### config.mk
export PLATFORM = sky130hd
export DESIGN_NAME = mac_seq_ctrl
export DESIGN_NICKNAME = d
export VERILOG_FILES = /design/src/rtl/mac_seq_ctrl.sv
export SDC_FILE = /design/constraint.sdc
export NUM_CORES = 1
export LEC_CHECK = 0
export BUFFER_PORTS_ARGS = -buffer_cell sky130_fd_sc_hd__clkbuf_2
export CORE_MARGIN = 1
export CORE_UTILIZATION = 45
export CTS_BUF_LIST = sky130_fd_sc_hd__clkbuf_2
export DETAILED_ROUTE_END_ITERATION = 12
export HOLD_SLACK_MARGIN = 0.12
export PLACE_DENSITY = 0.81
export SYNTH_ARGS = -nofsm -noshare
export SYNTH_HDL_FRONTEND = slang
export SYNTH_SLANG_ARGS = --single-unit
### constraint.sdc
create_clock -name clk -period 1.9 [get_ports clk]
set_input_delay 0 -clock clk [delete_from_list [all_inputs] [get_ports clk]]
set_output_delay 0 -clock clk [all_outputs]
set_load 0.02 [all_outputs]
### src/rtl/mac_seq_ctrl.sv
// rtl/mac_seq_ctrl.sv - dot-product MAC sequencer; optional start-while-busy error flag via MAC_SEQ_STARTERR_EN
module mac_seq_ctrl #(
  parameter int ADDR_W = 10,
  parameter int LEN_W  = 10
) (
  input  logic              clk,
  input  logic              rst_n,
  input  logic              start,
  input  logic [LEN_W-1:0]  len,
  input  logic [ADDR_W-1:0] act_base,
  input  logic [ADDR_W-1:0] wgt_base,
  output logic              rd_en,
  output logic [ADDR_W-1:0] act_addr,
  output logic [ADDR_W-1:0] wgt_addr,
  input  logic [15:0]       act_data,
  input  logic [15:0]       wgt_data,
  output logic [15:0]       mac_a,
  output logic [15:0]       mac_b,
  output logic              mac_output_en,
  input  logic [15:0]       mac_result,
  output logic              busy,
  output logic              res_valid,
  output logic [15:0]       res_data,
  input  logic              res_ready,
  output logic              err
);

  typedef enum logic [2:0] {
    IDLE    = 3'd0,
    FETCH   = 3'd1,
    FLUSH   = 3'd2,
    DRAIN   = 3'd3,
    CAPTURE = 3'd4,
    OUT     = 3'd5
  } state_t;

  state_t           state, state_nxt;
  logic [LEN_W-1:0] rem;
  logic             rd_q;
  logic             accept;

  // A new job is taken from IDLE, or from OUT in the same cycle the result is handed off
  assign accept = start && ((state == IDLE) || ((state == OUT) && res_ready));

  assign rd_en         = (state == FETCH);
  assign mac_output_en = (state == DRAIN);
  assign busy          = (state != IDLE);
  assign res_valid     = (state == OUT);

  // Operands reach the MAC only on the cycle their read data is valid; zero otherwise
  assign mac_a = rd_q ? act_data : 16'h0000;
  assign mac_b = rd_q ? wgt_data : 16'h0000;

  // State register
  always_ff @(posedge clk or negedge rst_n) begin
    if (!rst_n) begin
      state <= IDLE;
    end else begin
      state <= state_nxt;
    end
  end

  // Next-state logic; an accepted start always wins so back-to-back jobs skip IDLE
  always_comb begin
    state_nxt = state;
    if (accept) begin
      state_nxt = (len == '0) ? DRAIN : FETCH;
    end else begin
      case (state)
        IDLE:    state_nxt = IDLE;
        FETCH:   if (rem == LEN_W'(1)) state_nxt = FLUSH;
        FLUSH:   state_nxt = DRAIN;
        DRAIN:   state_nxt = CAPTURE;
        CAPTURE: state_nxt = OUT;
        OUT:     if (res_ready) state_nxt = IDLE;
        default: state_nxt = IDLE;
      endcase
    end
  end

  // Address walk, remaining-count, read-data-valid tracking and result capture
  always_ff @(posedge clk or negedge rst_n) begin
    if (!rst_n) begin
      act_addr <= '0;
      wgt_addr <= '0;
      rem      <= '0;
      rd_q     <= 1'b0;
      res_data <= 16'h0000;
    end else begin
      rd_q <= rd_en;
      if (accept) begin
        act_addr <= act_base;
        wgt_addr <= wgt_base;
        rem      <= len;
      end else if (state == FETCH) begin
        act_addr <= act_addr + ADDR_W'(1);
        wgt_addr <= wgt_addr + ADDR_W'(1);
        rem      <= rem - LEN_W'(1);
      end
      if (state == CAPTURE) begin
        res_data <= mac_result;
      end
    end
  end

`ifdef MAC_SEQ_STARTERR_EN
  logic err_q;

  // Sticky flag for a start that arrived while a job was running and was dropped
  always_ff @(posedge clk or negedge rst_n) begin
    if (!rst_n) begin
      err_q <= 1'b0;
    end else if (start && busy && !accept) begin
      err_q <= 1'b1;
    end
  end

  assign err = err_q;
`else
  assign err = 1'b0;
`endif

endmodule

## Word-level counts from Yosys, hierarchy flattened

Cells that the tools add are included.
W data, S select, Z words.

- Output and inout bits: 73
- Register bits after elaboration: 50
- Logic and storage cells: 38
- Bits of input ports: 82

- Add/subtract/negate cells: 3
- Multiplexer cells: 13
- Reduce and logical (&&, ||, !) cells: 8
- Equal/unequal tests: 8

Operators by type and width:

| kind | count |
|---|---|
| $mux W10 | 6 |
| $mux W16 | 2 |
| $add A10 B1 Y10 const B | 2 |
| $pmux W3 S5 | 1 |
| $eq A10 B1 Y1 const B | 1 |
| $logic_not A10 Y1 | 1 |
| $sub A10 B1 Y10 const B | 1 |
| $mux W3 | 3 |
| $eq A3 B2 Y1 const B | 2 |
| $eq A3 B3 Y1 const B | 2 |
| $ne A3 B1 Y1 const B | 2 |
| $eq A3 B1 Y1 const B | 1 |
| $logic_not A3 Y1 | 1 |
| $reduce_bool A3 Y1 | 1 |
| $logic_and A1 B1 Y1 | 2 |
| $mux W2 | 1 |
| $reduce_and A2 Y1 | 1 |
| $reduce_bool A2 Y1 | 1 |
| $logic_or A1 B1 Y1 | 1 |

## Longest topological paths before layout

- Depth after elaboration: 6
- Depth in mapped cells: 8
- Gate-level depth less buffers: 5

## Worst setup path after synthesis

Ideal clock, no wire load.

- Kind: register to register
- Start: register state[1]
- End: register rem[9]
- Arrival: 1.506 ns
- Path buffers: 3
- Cell stages (with the launch flop): 9
- Library setup time: 0.132 ns
- Data required time: 1.768 ns
- Setup slack: 0.262 ns
- Period minus slack after synthesis: 1.638 ns
- Path through: dfrtp_1 -> buf_6 -> or3b_1 -> buf_6 -> inv_6 -> buf_8 -> nand4_1 -> xor2_1 -> o21ai_1

- Elaborated cells between the ends (all ways): 8
- Those cells by class: 2 x eq/ne; 1 x mux; 5 x reduce/logical

RTL lines:

| what | RTL line | text |
|---|---|---|
| from (decl) | 37 | `state_t state, state_nxt;` |
| from (signal assigned) | 59 | `state <= state_nxt;` |
| $eq A3 B1 Y1 | n/a |  |
| named net rd_en | 12 | `output logic rd_en,` |
| $reduce_bool A2 Y1 (no source line) | n/a |  |
| to (signal assigned) | 94 | `rem <= len;` |
| to (signal assigned) | 98 | `rem <= rem - LEN_W'(1);` |
| to (decl) | 38 | `logic [LEN_W-1:0] rem;` |

The timed path passes the listed nets, and every way through them passes these cells.
A chain may end at the register's enable or synchronous reset.

## Final worst setup path

- Start: register state[2]
- End: output port rd_en

- Longest elaborated chain between the ends: 1

Ends and longest elaborated chain:

| what | RTL line | text |
|---|---|---|
| $eq A3 B1 Y1 | 45 | `assign rd_en = (state == FETCH);` |
| to (decl) | 12 |  |

No other way between the ends.

==> flow_summary.ini <==
[status]
status = complete, no violations

[hold_path]
min_path_type = primary input to flop
min_path_cells = 4

[die]
ios = 155
start_util = 0.470
die_area_sq_um = 6540
core_area_sq_um = 5960
die_h_um = 80.9
die_w_um = 80.9
row_count = 28

[yosys]
yosys_warnings = 0
async_flop_share = 1.00
ys.flop_type = dfrtp_1
synth_area_leader_cell = dfrtp_1
synthTopCellsByArea = dfrtp_1 (45%), and2_1 (7.4%), mux2_2 (6.8%)
syn_nets = 368
synth.distinct_cells = 47
ys_ff_latch = 50
netlist_top_cells_count = dfrtp_1 (50), and2_1 (33), nand2_1 (30)
yosysSeqAreaShare = 0.447
synth_area_per_cell_sq_um = 9.93
synth.most_common_cell = dfrtp_1
netlist_area_sq_um = 2800
synth_top_area_frac = 0.447
syn_inst = 282
synth_edf_count = 0

[final_layout]
diodes = 0
multi_input_area_sq_um = 1420
fin_nets = 575
nFillCells = 415
drive_gt1_frac = 0.412
seqCellArea_sq_um = 1250
syn_to_final_growth_pct = 52.7
final_cell_area_sq_um = 4280

[cts]
cts-buffers-inserted = 5
post_cts_resized = 0
cts_tree = done
cts_sinks = 50
root_buffer = clkbuf_2
clkLatencyLatePin_ns = 0.45
clockBufferDepth = 2
cts-htree-levels = 2
cts.clk_slew.worst_paths_ns = 0.25

[flow_run]
timing.max_cap.violations = 0

[power_and_ir_drop]
power_per_cell_area_nw_per_um2 = 1460
ir_drop_mv = 0.977
p_leak_nw = 2.10

[global_routing]
grt_pass1_vias = 2703
grt_antenna_before_repair = 0
grt_overflow_total = 0
grt_first_pass_wirelength_um = 12500
grt_max_degree = 33
grt_usage = 0.253

[timing]
totalNegativeSetupSlack_ns = 0
setup_viol = 0
period_share = 0.941
slew_violations = 0
finalCriticalPeriod_ns = 1.79
worst_pin_slew_ns = 0.608
slew_headroom = 0.595
rsz0062_at_grt = false
maxClockFrequency_ghz = 0.560
skew_ns = 0.0324
finalHoldViolCount = 0

[drt]
vias_per_cell = 5.19
ant_nets = 0
drtIter0Drc = 165
drcViolationCount = 0
route.final.wire_length_um = 8310
route.vias.total = 2932
dr.pass1.iters = 4
wl_per_cell_um = 14.7

[setup_path]
critical-path-slowest-cell = dfrtp_1
critPathRequiredTime_ns = 1.90
cp.arrival_ns = 1.79
cp_top_family = buffers and inverters
reg2reg_slack_ns = 0.18
critPathBufInv = 3
critPathMaxFanout = 17
cp-end-kind = output port
path_class = flop to output port
crit_path_cell_trace = or3b_1, buf_4, inv_6, clkbuf_2
startpoint_type = flop
max_stage_delay_ns = 0.45
reg2regPathDepth = 5
worst-path-stages = 4

[placement]
post-dp-hpwl_um = 5580
numPortBuffers = 153
place_area_sq_um = 3660
routabilityCongestion = 0.863
-- per-stage QoR --
| stage | setup slack (ns) | power [mW] | instances | hold WS (ns) | util |
|---|---|---|---|---|---|
| finish | 0.113 | 6.24 | 565 | 0.294 | 0.718 |
| global route | 0.00707 | 6.68 | 565 | 0.256 | 0.718 |
| CTS | 0.0307 | 6.17 | 562 | 0.270 | 0.714 |
| detailed placement | 0.272 | 5.51 | 502 | 0.0898 | 0.614 |
| global placement | 0.322 | 5.40 | 502 | 0.0774 | 0.614 |
| floorplan | 0.262 | 4.44 | 282 | -0.296 | - |
-- worst paths after layout --
kind	start	to
worst min-delay path	wgt_base[5]	wgt_addr[5]
worst min register to register	wgt_addr[9]	wgt_addr[9]
max in group asynchronous	rst_n	rem[2]
min in group asynchronous	rst_n	res_data[9]
worst max register to register	state[0]	wgt_addr[9]
worst max-delay path	state[2]	rd_en
-- where the power goes --
group,switching [mW],total (mW),internal [mW]
combinational,2.03,3.49,1.46
sequential,0.585,2.17,1.58
clock,0.351,0.578,0.227
total,2.96,6.24,3.27
-- routing by layer --
| layer | vias up | GRT usage | routed length, um |
|---|---|---|---|
| met5 | - | 0 | 0 |
| met4 | 0 | 0.0893 | 181 |
| met3 | 20 | 0.0472 | 528 |
| met2 | 129 | 0.473 | 4490 |
| met1 | 1392 | 0.286 | 3110 |
| li1 | 1391 | - | - |
-- registers in the layout (all words and copies together), names as in the netlist --
register	cells
act_addr	10
rd_q	1
rem	10
state	3
wgt_addr	10
res_data	16
-- cell families (layout without fill, tap and decap cells) --
family,Yosys count,count (layout),synth area share
flops,50,50,0.447
compound gates,47,47,0.106
other cells,1,1,0.00134
xor+xnor,22,22,0.0688
buf+inv,24,232,0.0496
mux,17,17,0.0684
simple gates,117,117,0.241
fa+ha+maj,4,4,0.0179
-- layout by cell type, fill, tap and decap left out, drive strengths merged, types with 6 or more instances in the layout --
| cell | n |
|---|---|
| clkbuf | 159 |
| dlygate4sd3 | 51 |
| dfrtp | 50 |
| and2 | 33 |
| nand2 | 30 |
| o21ai | 27 |
| mux2 | 17 |
| buf | 14 |
| xor2 | 11 |
| xnor2 | 11 |
| nand3 | 9 |
| nor2 | 9 |
| nand4 | 8 |
| a22oi | 7 |
| nor3 | 6 |
| inv | 6 |
-- area by class of cell --
| type | count | area share |
|---|---|---|
| timing repair buffer | 218 | 0.332 |
| multi-input combinational | 208 | 0.331 |
| sequential | 50 | 0.293 |
| tap | 75 | 0.0219 |
| clock inverter | 2 | 0.00878 |
| clock buffer | 6 | 0.00702 |
| inverter | 6 | 0.00644 |
-- what timing repair did --
item                                   in CTS  in global routing
setup endpoints to repair                   0                  1
hold buffers                               52                  0
setup buffers                               0                  3
endpoints found under the hold margin      99                  0
-- worst min-delay path, stage by stage --
cell and delay, ns:
dlygate4sd3_1 0.53, clkbuf_2 0.10, nand2_1 0.04, o21ai_1 0.05
No activity file was read; power rests on OpenSTA's default activity.
